===== src/rtl/rgb2ycbcr_pipe.sv =====
// rgb2ycbcr_pipe: 3-stage pipelined RGB to YCbCr converter (BT.601 full-range, 8-bit).
//
// Ports:
//   clk, rst_n                  pixel clock, asynchronous active-low reset
//   per_frame_vsync/href/clken  input frame syncs and pixel-valid strobe
//   per_rgb[23:0]               {R8,G8,B8}, or {R5,G6,B5} on [15:0] when RGB565_MODE=1
//   post_frame_vsync/href/clken syncs delayed by SYNC_LATENCY clocks
//   post_y/post_cb/post_cr      converted pixel, aligned with the delayed syncs
//
// The data path is free-running; it advances every clock whatever the value of
// per_frame_clken, so results while post_frame_clken=0 are meaningless but deterministic.
module rgb2ycbcr_pipe #(
  parameter bit          RGB565_MODE  = 1'b1,
  // Documents the fixed pipeline depth; the data path is hard-wired to 3 stages.
  parameter int unsigned SYNC_LATENCY = 3
) (
  input  logic        clk,
  input  logic        rst_n,
  input  logic        per_frame_vsync,
  input  logic        per_frame_href,
  input  logic        per_frame_clken,
  input  logic [23:0] per_rgb,
  output logic        post_frame_vsync,
  output logic        post_frame_href,
  output logic        post_frame_clken,
  output logic [7:0]  post_y,
  output logic [7:0]  post_cb,
  output logic [7:0]  post_cr
);

  logic [7:0] r8, g8, b8;
  logic       unused_rgb_hi;

  // RGB565 is widened by replicating the MSBs into the vacated LSBs so that
  // full-scale 5/6-bit codes map onto 255.
  always_comb begin
    if (RGB565_MODE) begin
      r8 = {per_rgb[15:11], per_rgb[15:13]};
      g8 = {per_rgb[10:5],  per_rgb[10:9]};
      b8 = {per_rgb[4:0],   per_rgb[4:2]};
    end else begin
      r8 = per_rgb[23:16];
      g8 = per_rgb[15:8];
      b8 = per_rgb[7:0];
    end
  end

  assign unused_rgb_hi = ^per_rgb[23:16];

  // Stage 1: coefficient products.
  logic [15:0] p_yr_q, p_yg_q, p_yb_q;
  logic [15:0] p_cbr_q, p_cbg_q, p_cbb_q;
  logic [15:0] p_crr_q, p_crg_q, p_crb_q;

  always_ff @(posedge clk or negedge rst_n) begin
    if (!rst_n) begin
      p_yr_q  <= '0;
      p_yg_q  <= '0;
      p_yb_q  <= '0;
      p_cbr_q <= '0;
      p_cbg_q <= '0;
      p_cbb_q <= '0;
      p_crr_q <= '0;
      p_crg_q <= '0;
      p_crb_q <= '0;
    end else begin
      p_yr_q  <= 16'd77  * {8'd0, r8};
      p_yg_q  <= 16'd150 * {8'd0, g8};
      p_yb_q  <= 16'd29  * {8'd0, b8};
      p_cbr_q <= 16'd43  * {8'd0, r8};
      p_cbg_q <= 16'd85  * {8'd0, g8};
      p_cbb_q <= 16'd128 * {8'd0, b8};
      p_crr_q <= 16'd128 * {8'd0, r8};
      p_crg_q <= 16'd107 * {8'd0, g8};
      p_crb_q <= 16'd21  * {8'd0, b8};
    end
  end

  // Stage 2: signed sums. 128 rounds the >>8; 32896 adds the chroma offset too.
  logic signed [17:0] y_sum_d, cb_sum_d, cr_sum_d;
  logic signed [17:0] y_sum_q, cb_sum_q, cr_sum_q;

  always_comb begin
    y_sum_d  = signed'(18'(p_yr_q) + 18'(p_yg_q) + 18'(p_yb_q) + 18'd128);
    cb_sum_d = signed'(18'(p_cbb_q) - 18'(p_cbr_q) - 18'(p_cbg_q) + 18'd32896);
    cr_sum_d = signed'(18'(p_crr_q) - 18'(p_crg_q) - 18'(p_crb_q) + 18'd32896);
  end

  always_ff @(posedge clk or negedge rst_n) begin
    if (!rst_n) begin
      y_sum_q  <= '0;
      cb_sum_q <= '0;
      cr_sum_q <= '0;
    end else begin
      y_sum_q  <= y_sum_d;
      cb_sum_q <= cb_sum_d;
      cr_sum_q <= cr_sum_d;
    end
  end

  // Stage 3: scale down and clamp to 0..255. Negative sums cannot occur for
  // legal pixels but are still clamped.
  function automatic logic [7:0] sat8(input logic signed [17:0] sum);
    logic signed [17:0] sh;
    sh = sum >>> 8;
    if (sh < 18'sd0) begin
      return 8'd0;
    end else if (sh > 18'sd255) begin
      return 8'd255;
    end else begin
      return sh[7:0];
    end
  endfunction

  logic [7:0] y_q, cb_q, cr_q;

  always_ff @(posedge clk or negedge rst_n) begin
    if (!rst_n) begin
      y_q  <= '0;
      cb_q <= '0;
      cr_q <= '0;
    end else begin
      y_q  <= sat8(y_sum_q);
      cb_q <= sat8(cb_sum_q);
      cr_q <= sat8(cr_sum_q);
    end
  end

  // Sync delay lines, unconditional so edges stay cycle-aligned with the data.
  logic [SYNC_LATENCY-1:0] vsync_q, href_q, clken_q;

  always_ff @(posedge clk or negedge rst_n) begin
    if (!rst_n) begin
      vsync_q <= '0;
      href_q  <= '0;
      clken_q <= '0;
    end else begin
      vsync_q <= {vsync_q[SYNC_LATENCY-2:0], per_frame_vsync};
      href_q  <= {href_q[SYNC_LATENCY-2:0],  per_frame_href};
      clken_q <= {clken_q[SYNC_LATENCY-2:0], per_frame_clken};
    end
  end

  assign post_frame_vsync = vsync_q[SYNC_LATENCY-1];
  assign post_frame_href  = href_q[SYNC_LATENCY-1];
  assign post_frame_clken = clken_q[SYNC_LATENCY-1];
  assign post_y           = y_q;
  assign post_cb          = cb_q;
  assign post_cr          = cr_q;

endmodule


===== config.mk =====
export PLATFORM = sky130hd
export DESIGN_NAME = rgb2ycbcr_pipe
export DESIGN_NICKNAME = d
export VERILOG_FILES = /design/src/rtl/rgb2ycbcr_pipe.sv
export SDC_FILE = /design/constraint.sdc
export NUM_CORES = 1
export LEC_CHECK = 0
export BUFFER_PORTS_ARGS = -buffer_cell sky130_fd_sc_hd__buf_2
export CAP_MARGIN = 10
export CORE_UTILIZATION = 55
export CTS_BUF_LIST = sky130_fd_sc_hd__clkbuf_8 sky130_fd_sc_hd__clkbuf_16
export CTS_CLUSTER_SIZE = 25
export DETAILED_ROUTE_END_ITERATION = 8
export PLACE_DENSITY = 0.72
export SKIP_CTS_REPAIR_TIMING = 1
export SLEW_MARGIN = 20
export SYNTH_ARGS = -nofsm -noshare
export SYNTH_HDL_FRONTEND = slang
export SYNTH_SLANG_ARGS = --single-unit

===== constraint.sdc =====
create_clock -name clk -period 3.8 [get_ports clk]
set_input_delay 0.95 -clock clk [delete_from_list [all_inputs] [get_ports clk]]
set_output_delay 0.95 -clock clk [all_outputs]
set_load 0.005 [all_outputs]

==> metrics.cfg <==
[timing]
hold_viol_final = 0
max_slew_margin = 0.4118
tightest_slew_ns = 0.8823
fmax_mhz = 263.2
finalCritPeriodShare = 1.000
slew_viol_final = 0
holdWs_ns = 0.3524
setup_viol = 0
fin_crit_ns = 3.800
clock_skew_ns = 0.02076

[global_routing]
grt_pass1_vias = 9667
grt_use_total = 0.2348
overflow = 0
antenna_found_initial = 0
grt_max_degree = 100
grt_pass1_wl_um = 44910

[worst_setup_path]
reg2reg_depth = 14
cp.required_ns = 4.15
crit-reg2reg-capture = cb_sum_q[16]
cp.arrival_ns = 4.15
cp_max_fo = 5
start_kind = flip-flop
rr_startpoint = p_crr_q[12]
critPathKind = flip-flop to flip-flop
reg2reg_slack_ns = 0.00002
cp-end-kind = flip-flop

[layout]
diodes = 0
drive_above_1_share = 0.1872
register_area_mm2 = 0.003980
multi_input_area_mm2 = 0.008700
area_growth_pct = 20.26
final_cells = 1815
nets = 1880
nFillCells = 1760
postLayoutCoreUtil = 0.6747

[synth]
synth_ff_type = dfrtp_1
ys_top_cells_by_area = dfrtp_1 (30%), ha_1 (28%), fa_1 (10%)
synthTopCellsByCount = ha_1 (300), inv_1 (221), dfrtp_1 (159)
synth_fp_nets = 1673
ys_seq_area_frac = 0.3012
syn_inst = 1276
yosysMostFrequentCell = ha_1
avgSynthCellArea_um2 = 10.35
ys.warnings.count = 0
synth_top_area_cell = dfrtp_1
async_flop_share = 1.000
synth_area_mm2 = 0.01321
synth_top_area_share = 0.3012
synth-edff-count = 0
synthDistinctLibCells = 55
synth_seq_cells = 159

[power]
power_frac_comb = 0.658
pwr-share-seq = 0.211
vdd_drop_max_mv = 0.5426
power.density_mw_per_mm2 = 833.5
netSwitchingFraction = 0.4298
netSwitchingPower_mw = 5.691
leakagePower_nw = 8.384
intPower_mw = 7.549
p_clk_frac = 0.131

[cts]
cts_tree = built
clk_latency_ns = 0.44
cts-htree-levels = 4
clk_pin_slew_worst_paths_ns = 0.07
cts_buffers = 17
root_buffer = clkbuf_16
max-clock-path-buffers = 2
cts.sinks = 159

[drt]
routed_wl_um = 27040
vias_per_cell = 5.228
avgRoutedWirePerCell_um = 14.90
ant_nets = 0
vias = 9489
drt-pass1-iter-count = 5
route.detailed.drc = 0
drt-initial-drc-count = 450

[floorplan]
io-pin-count = 56
fp.coreArea_mm2 = 0.02354
start_util = 0.5611
fp-row-count = 56
die_area_mm2 = 0.02464
chipWidth_um = 157.0
die_h_um = 157.0

[worst_hold_path]
hold_depth = 0
hp-start = vsync_q[0]
hold_end = vsync_q[1]
min_path_type = flip-flop to flip-flop

[place]
dp_hpwl_um = 21800
dp.cells = 1782
numPortBuffers = 47
place_congestion = 0.8703

[run_status]
outcome = finished clean

[run]
cap_violations = 0

cell type report:
| type | instances | share of cell area |
|---|---|---|
| clock buffers | 17 | 0.02678 |
| clock inverters | 15 | 0.01166 |
| well taps | 319 | 0.02513 |
| multi-input cells | 890 | 0.5477 |
| repair buffers | 194 | 0.08578 |
| flip-flops and latches | 159 | 0.2506 |
| inverters | 221 | 0.05246 |
cell usage in the layout, fill, tap and decap left out, drive strengths merged, types with 7 or more instances in the layout:
| cell | synthesis | routed |
|---|---|---|
| ha | 300 | 300 |
| inv | 221 | 229 |
| buf | 0 | 193 |
| dfrtp | 159 | 159 |
| nor2 | 103 | 103 |
| xnor2 | 80 | 80 |
| fa | 68 | 68 |
| a21oi | 61 | 61 |
| xor2 | 31 | 31 |
| o21ai | 28 | 28 |
| nand2 | 27 | 27 |
| a21o | 23 | 23 |
| nor3 | 20 | 20 |
| nand3 | 18 | 18 |
| clkbuf | 6 | 18 |
| o21bai | 15 | 15 |
| nor2b | 9 | 9 |
| o21a | 8 | 8 |
| a21boi | 7 | 7 |
power by group through the flow:
| stage | Combinational, mW | Sequential [mW] | Clock (mW) |
|---|---|---|---|
| floorplan | 6.11 | 2.73 | 0 |
| global placement | 8.04 | 2.81 | 0 |
| detailed placement | 8.29 | 2.82 | 0 |
| CTS | 8.49 | 2.80 | 1.77 |
| global route | 9.85 | 2.88 | 1.85 |
| finish | 8.71 | 2.80 | 1.74 |
per-stage QoR:
step                power (mW)  setup TNS, ns  instance area, um2  setup slack, ns
finish                   13.24              0               15890       0.00001643
CTS                      13.06       -0.01610               15690         -0.01016
detailed placement       11.11         -8.545               15080          -0.4411
floorplan                8.848      -0.006236               13360        -0.006236
global placement         10.85         -7.455               15080          -0.3940
global route             14.58        -0.5092               15890          -0.2475
flip-flops by register name, summed over array words and instances (netlist names), 10 cells and up:
| signal | flops |
|---|---|
| cb_sum_q | 10 |
| cr_sum_q | 10 |
| p_cbg_q | 14 |
| p_cbr_q | 13 |
| p_crb_q | 13 |
| p_crg_q | 15 |
| p_yb_q | 10 |
| p_yg_q | 10 |
| p_yr_q | 13 |
| y_sum_q | 10 |
cell families after synthesis:
family / after synthesis / synth area share
fa+ha+maj: 368 / 0.3872
mux: 1 / 0.0007578
xor+xnor: 111 / 0.07360
simple gates: 215 / 0.07512
compound gates: 195 / 0.09757
flops: 159 / 0.3012
buf+inv: 227 / 0.06451
worst max path at each step:
stage,endpoint,cells after the start,startpoint
4_1_cts,cb_sum_q[16],13,p_crb_q[0]
2_1_floorplan,p_crg_q[13],12,per_rgb[9]
3_3_place_gp,p_crg_q[13],13,per_rgb[10]
6_report,cb_sum_q[16],14,p_crr_q[12]
3_5_place_dp,p_crg_q[13],13,per_rgb[10]
5_1_grt,cb_sum_q[16],14,p_crr_q[12]
routing by layer:
layer,track usage,vias to the layer above,wire (um)
met1,0.3023,4626,12310
met3,0.03084,37,546
met2,0.4119,123,13620
met4,0.06769,0,553
li1,-,4703,-
met5,0,-,0
worst max-delay path, stage by stage, from the launching register on:
cell and delay (ns):
dfrtp_2 0.45, inv_1 0.07, ha_1 0.20, nor4b_1 0.38, a31oi_1 0.23, xnor2_1 0.18, ha_1 0.29, ha_1 0.36
a21o_1 0.20, a21oi_1 0.20, o21ai_0 0.15, a221o_1 0.40, a31o_2 0.30, a21oi_2 0.16, xnor2_1 0.14
Note: power is estimated with default switching activity, not from simulation.
